## config.mk

```make
export PLATFORM = sky130hd
export DESIGN_NAME = mcycle_mdu
export DESIGN_NICKNAME = d
export VERILOG_FILES = /design/src/rtl/mdu_pkg.sv /design/src/rtl/mdu_radix_step.sv /design/src/rtl/mcycle_mdu.sv
export SDC_FILE = /design/constraint.sdc
export NUM_CORES = 2
export LEC_CHECK = 0
export ABC_CLOCK_PERIOD_IN_PS = 37500
export CAP_MARGIN = 20
export CORE_MARGIN = 1
export CORE_UTILIZATION = 37
export DETAILED_ROUTE_END_ITERATION = 8
export HOLD_SLACK_MARGIN = 0.02
export MAX_ROUTING_LAYER = met4
export SKIP_LAST_GASP = 1
export SLEW_MARGIN = 20
export SYNTH_ARGS = -nofsm -noshare
export SYNTH_HDL_FRONTEND = slang
export SYNTH_SLANG_ARGS = --single-unit
```

## constraint.sdc

```tcl
create_clock -name CLK -period 37.5 [get_ports CLK]
set_input_delay 9.375 -clock CLK [delete_from_list [all_inputs] [get_ports CLK]]
set_output_delay 9.375 -clock CLK [all_outputs]
set_load 0.05 [all_outputs]
```

## src/rtl/mdu_pkg.sv

```systemverilog
// Shared definitions for the iterative RISC-V M-extension multiply/divide unit.
package mdu_pkg;

    localparam int unsigned OP_W = 3;

    localparam logic [OP_W-1:0] OP_MUL    = 3'b000;
    localparam logic [OP_W-1:0] OP_MULH   = 3'b001;
    localparam logic [OP_W-1:0] OP_MULHSU = 3'b010;
    localparam logic [OP_W-1:0] OP_MULHU  = 3'b011;
    localparam logic [OP_W-1:0] OP_DIV    = 3'b100;
    localparam logic [OP_W-1:0] OP_DIVU   = 3'b101;
    localparam logic [OP_W-1:0] OP_REM    = 3'b110;
    localparam logic [OP_W-1:0] OP_REMU   = 3'b111;

    typedef enum logic [1:0] {
        S_IDLE = 2'd0,
        S_CALC = 2'd1,
        S_FIX  = 2'd2,
        S_DONE = 2'd3
    } state_t;

    function automatic int unsigned steps(input int unsigned width, input int unsigned radix_bits);
        return width / radix_bits;
    endfunction

    function automatic logic is_div(input logic [OP_W-1:0] op);
        return op[2];
    endfunction

    // MUL is handled as signed x signed; its low word is identical for every signedness.
    function automatic logic is_signed_a(input logic [OP_W-1:0] op);
        return (op == OP_MUL) || (op == OP_MULH) || (op == OP_MULHSU) ||
               (op == OP_DIV) || (op == OP_REM);
    endfunction

    function automatic logic is_signed_b(input logic [OP_W-1:0] op);
        return (op == OP_MUL) || (op == OP_MULH) || (op == OP_DIV) || (op == OP_REM);
    endfunction

    // High word: MULH/MULHSU/MULHU product or REM/REMU remainder.
    function automatic logic result_hi(input logic [OP_W-1:0] op);
        return (op == OP_MULH) || (op == OP_MULHSU) || (op == OP_MULHU) ||
               (op == OP_REM) || (op == OP_REMU);
    endfunction

endpackage

```

## src/rtl/mdu_radix_step.sv

```systemverilog
// One RADIX_BITS-wide iteration: shift-add multiply or restoring divide on a 2*WIDTH accumulator.
module mdu_radix_step #(
    parameter int unsigned WIDTH      = 32,
    parameter int unsigned RADIX_BITS = 8
) (
    input  logic                 is_div,
    input  logic [WIDTH-1:0]     opnd,
    input  logic [2*WIDTH-1:0]   acc,
    output logic [2*WIDTH-1:0]   acc_next_c
);

    localparam int unsigned MW = WIDTH + RADIX_BITS;

    logic [MW-1:0]      mul_sum;
    logic [2*WIDTH-1:0] mul_next;
    logic [WIDTH:0]     r;
    logic [WIDTH-1:0]   rem;
    logic [WIDTH-1:0]   quo;

    // Multiply: acc = {partial_hi, unconsumed multiplier}; add mcand*digit then shift right.
    always_comb begin
        mul_sum  = MW'(acc[2*WIDTH-1:WIDTH]) + MW'(opnd) * MW'(acc[RADIX_BITS-1:0]);
        mul_next = (2*WIDTH)'({mul_sum, acc[WIDTH-1:0]} >> RADIX_BITS);
    end

    // Divide: acc = {partial remainder, dividend bits shifting out / quotient bits shifting in}.
    always_comb begin
        rem = acc[2*WIDTH-1:WIDTH];
        quo = acc[WIDTH-1:0];
        r   = '0;
        for (int i = 0; i < RADIX_BITS; i++) begin
            r   = {rem, quo[WIDTH-1]};
            quo = {quo[WIDTH-2:0], 1'b0};
            if (r >= {1'b0, opnd}) begin
                r      = r - {1'b0, opnd};
                quo[0] = 1'b1;
            end
            rem = r[WIDTH-1:0];
        end
    end

    assign acc_next_c = is_div ? {rem, quo} : mul_next;

endmodule

```

## src/rtl/mcycle_mdu.sv

```systemverilog
// Iterative multiply/divide unit for the full RISC-V M op set with valid/ready handshakes.
// Optional result reuse of the last completed computation is enabled by defining MDU_REUSE_EN.
module mcycle_mdu
    import mdu_pkg::*;
#(
    parameter int unsigned WIDTH      = 32,
    parameter int unsigned RADIX_BITS = 8
) (
    input  logic             CLK,
    input  logic             RESETn,
    input  logic             in_valid,
    output logic             in_ready,
    input  logic [OP_W-1:0]  op,
    input  logic [WIDTH-1:0] operand_a,
    input  logic [WIDTH-1:0] operand_b,
    input  logic             flush,
    output logic             out_valid,
    input  logic             out_ready,
    output logic [WIDTH-1:0] result,
    output logic             busy
);

    localparam int unsigned STEPS = steps(WIDTH, RADIX_BITS);
    localparam int unsigned CNT_W = (STEPS > 1) ? $clog2(STEPS) : 1;
    localparam logic [WIDTH-1:0] MIN_VAL = {1'b1, {(WIDTH-1){1'b0}}};

    state_t             state_q, state_n;
    logic [OP_W-1:0]    op_q, op_n;
    logic [WIDTH-1:0]   opnd_q, opnd_n;
    logic [2*WIDTH-1:0] acc_q, acc_n;
    logic [CNT_W-1:0]   cnt_q, cnt_n;
    logic               a_neg_q, a_neg_n;
    logic               b_neg_q, b_neg_n;
    logic [WIDTH-1:0]   result_q, result_n;
    logic               out_valid_q, out_valid_n;
    logic               busy_q, busy_n;
    logic               in_ready_q, in_ready_n;

    logic               accept_c;
    logic               sa_c, sb_c, a_neg_c, b_neg_c;
    logic [WIDTH-1:0]   a_mag_c, b_mag_c;
    logic               div_zero_c, ovf_c, special_c;
    logic [WIDTH-1:0]   special_res_c;
    logic               div_q_c;
    logic [2*WIDTH-1:0] step_c;
    logic [WIDTH-1:0]   quo_fix_c, rem_fix_c;
    logic [2*WIDTH-1:0] fixed_c;
    logic               reuse_hit_c;
    logic [WIDTH-1:0]   reuse_res_c;

    assign in_ready  = in_ready_q;
    assign out_valid = out_valid_q;
    assign result    = result_q;
    assign busy      = busy_q;

    assign accept_c = in_valid & in_ready_q & ~flush;

    // Operand sign/magnitude split at accept.
    assign sa_c    = is_signed_a(op);
    assign sb_c    = is_signed_b(op);
    assign a_neg_c = sa_c & operand_a[WIDTH-1];
    assign b_neg_c = sb_c & operand_b[WIDTH-1];
    assign a_mag_c = a_neg_c ? -operand_a : operand_a;
    assign b_mag_c = b_neg_c ? -operand_b : operand_b;

    // Divide-by-zero and signed overflow resolve in one edge.
    assign div_zero_c    = (operand_b == '0);
    assign ovf_c         = ~op[0] & (operand_a == MIN_VAL) & (operand_b == {WIDTH{1'b1}});
    assign special_c     = is_div(op) & (div_zero_c | ovf_c);
    assign special_res_c = div_zero_c ? (op[1] ? operand_a : {WIDTH{1'b1}})
                                      : (op[1] ? {WIDTH{1'b0}} : MIN_VAL);

    assign div_q_c = is_div(op_q);

    mdu_radix_step #(
        .WIDTH      (WIDTH),
        .RADIX_BITS (RADIX_BITS)
    ) u_step (
        .is_div     (div_q_c),
        .opnd       (opnd_q),
        .acc        (acc_q),
        .acc_next_c (step_c)
    );

    // Sign fix-up: quotient/product take a^b, remainder takes a.
    assign quo_fix_c = (a_neg_q ^ b_neg_q) ? -acc_q[WIDTH-1:0] : acc_q[WIDTH-1:0];
    assign rem_fix_c = a_neg_q ? -acc_q[2*WIDTH-1:WIDTH] : acc_q[2*WIDTH-1:WIDTH];
    assign fixed_c   = div_q_c ? {rem_fix_c, quo_fix_c}
                               : ((a_neg_q ^ b_neg_q) ? -acc_q : acc_q);

`ifdef MDU_REUSE_EN
    logic [WIDTH-1:0] reuse_a_q, reuse_b_q;
    logic             reuse_sa_q, reuse_sb_q, reuse_div_q, reuse_vld_q;

    // acc_q holds the signed-fixed 2*WIDTH result after FIX until the next computation starts.
    always_ff @(posedge CLK or negedge RESETn) begin
        if (!RESETn) begin
            reuse_a_q   <= '0;
            reuse_b_q   <= '0;
            reuse_sa_q  <= 1'b0;
            reuse_sb_q  <= 1'b0;
            reuse_div_q <= 1'b0;
            reuse_vld_q <= 1'b0;
        end else if (flush || (accept_c && special_c)) begin
            reuse_vld_q <= 1'b0;
        end else if (accept_c && !reuse_hit_c) begin
            reuse_a_q   <= operand_a;
            reuse_b_q   <= operand_b;
            reuse_sa_q  <= sa_c;
            reuse_sb_q  <= sb_c;
            reuse_div_q <= is_div(op);
            reuse_vld_q <= 1'b0;
        end else if (state_q == S_FIX) begin
            reuse_vld_q <= 1'b1;
        end
    end

    assign reuse_hit_c = reuse_vld_q && (operand_a == reuse_a_q) && (operand_b == reuse_b_q) &&
                         (is_div(op) == reuse_div_q) &&
                         ((op == OP_MUL) || ((sa_c == reuse_sa_q) && (sb_c == reuse_sb_q)));
    assign reuse_res_c = result_hi(op) ? acc_q[2*WIDTH-1:WIDTH] : acc_q[WIDTH-1:0];
`else
    assign reuse_hit_c = 1'b0;
    assign reuse_res_c = '0;
`endif

    always_ff @(posedge CLK or negedge RESETn) begin
        if (!RESETn) begin
            state_q     <= S_IDLE;
            op_q        <= '0;
            opnd_q      <= '0;
            acc_q       <= '0;
            cnt_q       <= '0;
            a_neg_q     <= 1'b0;
            b_neg_q     <= 1'b0;
            result_q    <= '0;
            out_valid_q <= 1'b0;
            busy_q      <= 1'b0;
            in_ready_q  <= 1'b1;
        end else begin
            state_q     <= state_n;
            op_q        <= op_n;
            opnd_q      <= opnd_n;
            acc_q       <= acc_n;
            cnt_q       <= cnt_n;
            a_neg_q     <= a_neg_n;
            b_neg_q     <= b_neg_n;
            result_q    <= result_n;
            out_valid_q <= out_valid_n;
            busy_q      <= busy_n;
            in_ready_q  <= in_ready_n;
        end
    end

    always_comb begin
        state_n  = state_q;
        op_n     = op_q;
        opnd_n   = opnd_q;
        acc_n    = acc_q;
        cnt_n    = cnt_q;
        a_neg_n  = a_neg_q;
        b_neg_n  = b_neg_q;
        result_n = result_q;

        case (state_q)
            S_IDLE: begin
                if (accept_c) begin
                    op_n    = op;
                    a_neg_n = a_neg_c;
                    b_neg_n = b_neg_c;
                    if (special_c) begin
                        result_n = special_res_c;
                        state_n  = S_DONE;
                    end else if (reuse_hit_c) begin
                        result_n = reuse_res_c;
                        state_n  = S_DONE;
                    end else begin
                        opnd_n  = is_div(op) ? b_mag_c : a_mag_c;
                        acc_n   = {{WIDTH{1'b0}}, (is_div(op) ? a_mag_c : b_mag_c)};
                        cnt_n   = '0;
                        state_n = S_CALC;
                    end
                end
            end
            S_CALC: begin
                acc_n = step_c;
                cnt_n = cnt_q + CNT_W'(1);
                if (cnt_q == CNT_W'(STEPS - 1)) begin
                    state_n = S_FIX;
                end
            end
            S_FIX: begin
                acc_n    = fixed_c;
                result_n = result_hi(op_q) ? fixed_c[2*WIDTH-1:WIDTH] : fixed_c[WIDTH-1:0];
                state_n  = S_DONE;
            end
            S_DONE: begin
                if (out_ready) begin
                    state_n = S_IDLE;
                end
            end
            default: state_n = S_IDLE;
        endcase

        // Flush wins over everything, including a pending out_ready handshake.
        if (flush) begin
            state_n = S_IDLE;
        end

        out_valid_n = (state_n == S_DONE);
        busy_n      = (state_n != S_IDLE);
        in_ready_n  = (state_n == S_IDLE);
    end

endmodule

```

# ---- Word-level counts from Yosys, hierarchy flattened
# Index checks and enable logic that the tools add are counted.
# W data, S select, Z words.
dict set report totals {
  inputBits 72
  wordCells 133
  output_inout_bits 35
  regBits 140
}
dict set report classes {
  n_bitwise 12
  mux 44
  magnitude_cmp 8
  n_mul 1
  addsub 15
  n_reduce_logical 23
  n_eq_ne 19
}
# cell count
set ops {}
lappend ops {{$mux W32} 20}
lappend ops {{$mux W64} 5}
lappend ops {{$ge A33 B32 Y1} 8}
lappend ops {{$sub A32 B32 Y32} 8}
lappend ops {{$pmux W64 S3} 1}
lappend ops {{$neg A32 Y32} 4}
lappend ops {{$eq A32 B32 Y1 const B} 2}
lappend ops {{$neg A64 Y64} 1}
lappend ops {{$pmux W32 S2} 1}
lappend ops {{$add A32 B40 Y40} 1}
lappend ops {{$mul A32 B8 Y40} 1}
lappend ops {{$logic_not A32 Y1} 1}
lappend ops {{$mux W2} 7}
lappend ops {{$eq A3 B3 Y1 const B} 4}
lappend ops {{$reduce_and A3 Y1} 4}
lappend ops {{$logic_or A1 B1 Y1} 10}
lappend ops {{$eq A3 B2 Y1 const B} 3}
lappend ops {{$eq A2 B2 Y1 const B} 4}
lappend ops {{$mux W1} 8}
lappend ops {{$pmux W2 S4} 1}
lappend ops {{$and A1 B1 Y1} 7}
lappend ops {{$eq A3 B1 Y1 const B} 2}
lappend ops {{$ne A2 B2 Y1 const B} 3}
lappend ops {{$reduce_bool A2 Y1} 3}
lappend ops {{other kinds (10)} 13}

# ---- Depth between registers and ports, before layout
dict set report depth {
  word_depth 18
  depth_mapped 135
  ltp_nobuf 117
}

# ---- Hierarchy
# From an unflattened synthesis, not the netlist that was laid out.
dict set report unflattened {
  hier_cells 4747
  hier_area_um2 35920.7
}
# module cells_per_inst instances seq_area_each_um2 area_each_um2
set modules_own_cells {}
lappend modules_own_cells {mdu_radix_step 3239 1 0.0 24677.4}
lappend modules_own_cells {mcycle_mdu 1508 1 3504.6 11243.3}

# ---- Worst setup path before layout
# No wires, ideal clock.
dict set report synth_path {
  path_kind {flip-flop to flip-flop}
  start {register opnd_q[1]}
  end {register acc_q[58]}
  t_arrival_ns 25.735
  n_path_buf 18
  period_less_slack_ns 25.861
  t_required_ns 37.374
  path_slack_ns 11.639
  stages_incl_launch_ff 129
  setup_time_ns 0.126
  path_cell_list {dfrtp_1 -> clkbuf_1 -> inv_1 -> ha_1 -> nand2b_1 -> a211o_1 -> a21bo_1 -> a21boi_1 -> o2111a_1 -> nor2_1 -> nand2_1 -> clkbuf_1 -> buf_1 -> mux2i_1 -> ha_1 -> and4_1 -> clkbuf_1 -> and4_1 -> (+93 left out) -> o21ai_0 -> a21boi_0 -> o211ai_1 -> a21oi_1 -> o31ai_1 -> a21o_1 -> a211oi_1 -> o21ai_0 -> a31oi_1 -> o21a_1 -> o21ai_0 -> nand2_1 -> a211o_1 -> buf_6 -> buf_6 -> mux2i_1 -> a21oi_1 -> a221o_1}
}
dict set report synth_between {
  elab_chain_cells 18
  word_cells_on_any_way 28
  cone_classes {add/sub: 9; mul: 1; order compare: 8; mux: 10}
}
# item line
set synth_lines {}
lappend synth_lines {{start, declared} mcycle_mdu.sv:29} ;# logic [WIDTH-1:0] opnd_q, opnd_n;
lappend synth_lines {{start signal, assigned} mcycle_mdu.sv:143} ;# opnd_q <= opnd_n;
lappend synth_lines {{$sub A32 B32 Y32 / $ge A33 B32 Y1 (equally long branches)} {mdu_radix_step.sv:35, mdu_radix_step.sv:34}}
lappend synth_lines {{$mux W32} mdu_radix_step.sv:34} ;# if (r >= {1'b0, opnd}) begin
lappend synth_lines {{$sub A32 B32 Y32 / $ge A33 B32 Y1 (equally long branches)} {mdu_radix_step.sv:35, mdu_radix_step.sv:34}}
lappend synth_lines {{$mux W32} mdu_radix_step.sv:34}
lappend synth_lines {{$sub A32 B32 Y32 / $ge A33 B32 Y1 (equally long branches)} {mdu_radix_step.sv:35, mdu_radix_step.sv:34}}
lappend synth_lines {{$mux W32} mdu_radix_step.sv:34}
lappend synth_lines {{$sub A32 B32 Y32 / $ge A33 B32 Y1 (equally long branches)} {mdu_radix_step.sv:35, mdu_radix_step.sv:34}}
lappend synth_lines {{$mux W32} mdu_radix_step.sv:34}
lappend synth_lines {{(+2 left out)} n/a}
lappend synth_lines {{$sub A32 B32 Y32 / $ge A33 B32 Y1 (equally long branches)} {mdu_radix_step.sv:35, mdu_radix_step.sv:34}}
lappend synth_lines {{$mux W32} mdu_radix_step.sv:34}
lappend synth_lines {{$sub A32 B32 Y32 / $ge A33 B32 Y1 (equally long branches)} {mdu_radix_step.sv:35, mdu_radix_step.sv:34}}
lappend synth_lines {{$mux W32} mdu_radix_step.sv:34}
lappend synth_lines {{$sub A32 B32 Y32 / $ge A33 B32 Y1 (equally long branches)} {mdu_radix_step.sv:35, mdu_radix_step.sv:34}}
lappend synth_lines {{$mux W32} mdu_radix_step.sv:34}
lappend synth_lines {{$mux W64 (*)} mdu_radix_step.sv:42} ;# assign acc_next_c = is_div ? {rem, quo} : mul_next;
lappend synth_lines {{$pmux W64 S3 (*)} mcycle_mdu.sv:165} ;# case (state_q)
lappend synth_lines {{end signal, assigned} mcycle_mdu.sv:144} ;# acc_q <= acc_n;
lappend synth_lines {{end, declared} mcycle_mdu.sv:30} ;# logic [2*WIDTH-1:0] acc_q, acc_n;
# Every way passes the cells marked *; elsewhere a longest branch is shown, timed or not.
# A chain may end at the register's enable or synchronous reset.

# ---- Final worst setup path
dict set report layout_path {
  start {register opnd_q[28]}
  end {register acc_q[47]}
}
dict set report layout_between {
  elab_chain_cells 18
  word_cells_on_any_way 26
  cone_classes {add/sub: 8; order compare: 8; mux: 10}
}
# item line
set layout_lines {}
lappend layout_lines {{$sub A32 B32 Y32 / $ge A33 B32 Y1 (equally long branches)} {mdu_radix_step.sv:35, mdu_radix_step.sv:34}}
lappend layout_lines {{$mux W32} mdu_radix_step.sv:34}
lappend layout_lines {{$sub A32 B32 Y32 / $ge A33 B32 Y1 (equally long branches)} {mdu_radix_step.sv:35, mdu_radix_step.sv:34}}
lappend layout_lines {{$mux W32} mdu_radix_step.sv:34}
lappend layout_lines {{$sub A32 B32 Y32 / $ge A33 B32 Y1 (equally long branches)} {mdu_radix_step.sv:35, mdu_radix_step.sv:34}}
lappend layout_lines {{$mux W32} mdu_radix_step.sv:34}
lappend layout_lines {{$ge A33 B32 Y1 / $sub A32 B32 Y32 (equally long branches)} {mdu_radix_step.sv:34, mdu_radix_step.sv:35}}
lappend layout_lines {{$mux W32} mdu_radix_step.sv:34}
lappend layout_lines {{(+2 left out)} n/a}
lappend layout_lines {{$sub A32 B32 Y32 / $ge A33 B32 Y1 (equally long branches)} {mdu_radix_step.sv:35, mdu_radix_step.sv:34}}
lappend layout_lines {{$mux W32} mdu_radix_step.sv:34}
lappend layout_lines {{$sub A32 B32 Y32 / $ge A33 B32 Y1 (equally long branches)} {mdu_radix_step.sv:35, mdu_radix_step.sv:34}}
lappend layout_lines {{$mux W32} mdu_radix_step.sv:34}
lappend layout_lines {{$sub A32 B32 Y32 / $ge A33 B32 Y1 (equally long branches)} {mdu_radix_step.sv:35, mdu_radix_step.sv:34}}
lappend layout_lines {{$mux W32 (*)} mdu_radix_step.sv:34}
lappend layout_lines {{$mux W64 (*)} mdu_radix_step.sv:42}
lappend layout_lines {{$pmux W64 S3 (*)} mcycle_mdu.sv:165}
# Marks and branches as above.

==> results.md <==
- Status: completed
- Largest area contributor in the netlist: fa_1
- Least-Margin Pin Slew: 1.244 ns
- Vias: 37.35k
- Register area: 3508 µm²
- Drt pass-1 iters: 6
- CTS tree: built
- # Max-Cap Violations: 0
- CP top delay family: compound AO/OA/AOI/OAI gates
- Clk sink count: 140
- Ys async rst share: 100.0%
- Top cell type's share of synthesized area: 12.38%
- Final nets: 5390
- Synth Area per Inst: 7.414 µm²
- Post-CTS sizing: 0
- Max Fanout on Critical Path: 35
- Pins Over Slew Limit: 0
- Top FF cell, synth: dfrtp_1
- Multi-input combinational cell area: 29880 µm²
- Register clock-pin slew on the reported worst setup and hold paths: 0.07 ns
- Vias in the first global route: 34.83k
- Synth Warn #: 0
- Wire per inst: 26.98 µm
- Mapped cell area: 35580 µm²
- Pin count of the biggest net entering global routing: 92
- Initial Util: 37.39%
- Top-count cell post-synth: nand2_1
- Max Root-Sink Buffers: 2
- Commonest cells post-synth: nand2_1, a21oi_1, o21ai_0
- CP startpoint kind: flip-flop
- First-pass GRT wire length: 236100 µm
- Total setup buffers inserted after CTS: 0
- Worst skew pair latency: 0.51 ns
- Synth top area cells: fa_1, ha_1, dfrtp_1, a21oi_1, xnor2_1
- RePlAce Congestion: 1.054
- Final antenna-violating net count: 0
- Register bit count reported by yosys: 140
- Slew margin rel.: 16.22%
- Cts hold-fix bufs: 0
- Post-synth EDFFs: 0
- H-tree levels: 4
- Die extent in y: 312.1 µm
- Root Buffer: clkbuf_16
- Critical Path RT: 37.87 ns
- Syn nets: 5417
- Share of cells above drive strength 1: 6.061%
- Max Clock Skew: 0.01877 ns
- DRC: 0
- Routed WL: 163500 µm
- RSZ-0062 raised after global routing: no
- DIE AREA: 97410 µm²
- GRT Residual Overflow: 0
- Setup_tns: 0 ns
- Final setup viols: 0
- Max Fclk: 31.19 MHz
- Fillcell total: 9986
- Critical Path AT: 32.43 ns
- Sequential area share after synthesis: 9.850%
- Cell Rows: 113
- Core Area: 95150 µm²
- Die Wd: 312.1 µm
- Mapped Cells: 4799
- Buf/Inv on CP: 9
- CP peak stage delay: 0.88 ns
- Netlist cell types: 92
- Synth-to-Final Area Change: 8.573%
- Tcrit/Tclk final: 85.50%
- Slowest cell on crit path: nand2_1
- Critical path's most frequent cell: o21ai_0
- Initial antenna violation count: 9
- Crit end category: flip-flop
- Port Buf Inserts: 106
- Drt via density: 6.164
- Initial DRC count: 4411
- Total GRT Usage: 33.65%
- Cts bufs inserted: 17
- I/O pin count: 107
- Worst Hold Class: flip-flop to flip-flop
- CP Class: flip-flop to flip-flop
- Min Tclk post-route: 32.06 ns
- Fin. Hold Viols: 0
- HPWL after detailed placement: 130400 µm
[registers in the layout, indices dropped and copies added (netlist names)]
name and flops:
busy 1, acc_q 64, b_neg_q 1, opnd_q 32, a_neg_q 1, out_valid 1
result 32, in_ready 1, cnt_q 2, op_q 3, state_q 2
[path summary, 6_finish.rpt]
kind | startpoint | endpoint | slack (ns) | cells after the start
worst max-delay path | opnd_q[28] | acc_q[47] | 5.44 | 112
min in group asynchronous | RESETn | result[10] | 8.92 | 1
worst max register to register | opnd_q[28] | acc_q[47] | 5.44 | 112
worst min register to register | result[8] | result[8] | 0.49 | 2
worst min-delay path | result[8] | result[8] | 0.49 | 2
max in group asynchronous | RESETn | op_q[2] | 27.04 | 2
[cells by family (layout without fill, tap and decap cells)]
logic type / Yosys count / in the layout / synth area share, %
xor gates and xnor gates: 359 / 359 / 8.837
adders and majority gates: 546 / 546 / 23.84
AOI/OAI and AO/OA: 1450 / 1450 / 25.52
other: 0 / 9 / 0
DFF: 140 / 140 / 9.850
and+or+nand+nor: 1527 / 1527 / 20.04
buffers and inverters: 598 / 584 / 6.467
muxes: 179 / 179 / 5.447
[routing by layer]
metal | vias up | GRT usage, % | part of all wire (%)
li1 | 16940 | - | -
met5 | - | - | 0
met3 | 377 | 6.881 | 9.9
met2 | 1989 | 48.73 | 43
met4 | 0 | 17.78 | 5.7
met1 | 18050 | 43.90 | 42
[area by class of cell]
class / count / area share, %
Multi-Input combinational cell: 4061 / 77.35
Antenna cell: 9 / 0.05830
Timing Repair Buffer: 184 / 4.330
Clock buffer: 18 / 1.137
Sequential cell: 140 / 9.082
Tap cell: 1265 / 4.097
Clock inverter: 14 / 0.3660
Inverter: 368 / 3.576
[through the flow]
step / setup WS (ns) / utilization (%) / area, µm² / hold slack, ns / std cells
finish: 5.439 / 40.60 / 38630 / 0.4888 / 6059
global route: 3.047 / 40.59 / 38620 / 0.5131 / 6055
CTS: 6.171 / 40.54 / 38570 / 0.4942 / 6048
detailed placement: 6.323 / 39.93 / 37990 / 0.4727 / 6016
global placement: 6.435 / 39.91 / 37980 / 0.4743 / 6015
floorplan: 11.64 / - / 35580 / 0.4460 / 4799
[tightest hold or removal path, stage by stage, from the launching register on]
cell	delay [ns]
dfrtp_1	0.35
nand2_1	0.05
o21ai_0	0.06
[layout by cell type (no fill, tap or decap), types with 35 or more instances in the layout]
master,n
nand2_1,554
a21oi_1,467
o21ai_0,379
inv_1,367
nor2_1,360
ha_1,325
xnor2_1,244
fa_1,220
dfrtp_1,138
a21o_1,123
and2_1,117
mux2_2,117
xor2_1,114
clkdlybuf4s50_1,104
nor3_1,90
nand3_1,87
buf_4,76
mux2i_1,62
nor2b_1,52
nand4_1,50
o21a_1,49
a31oi_1,47
nand2b_1,43
nor4_1,41
and3_1,37
a221o_1,35
Power is not shown: default switching activity piles up to over one toggle a cycle in this logic, so the estimate is an artifact.
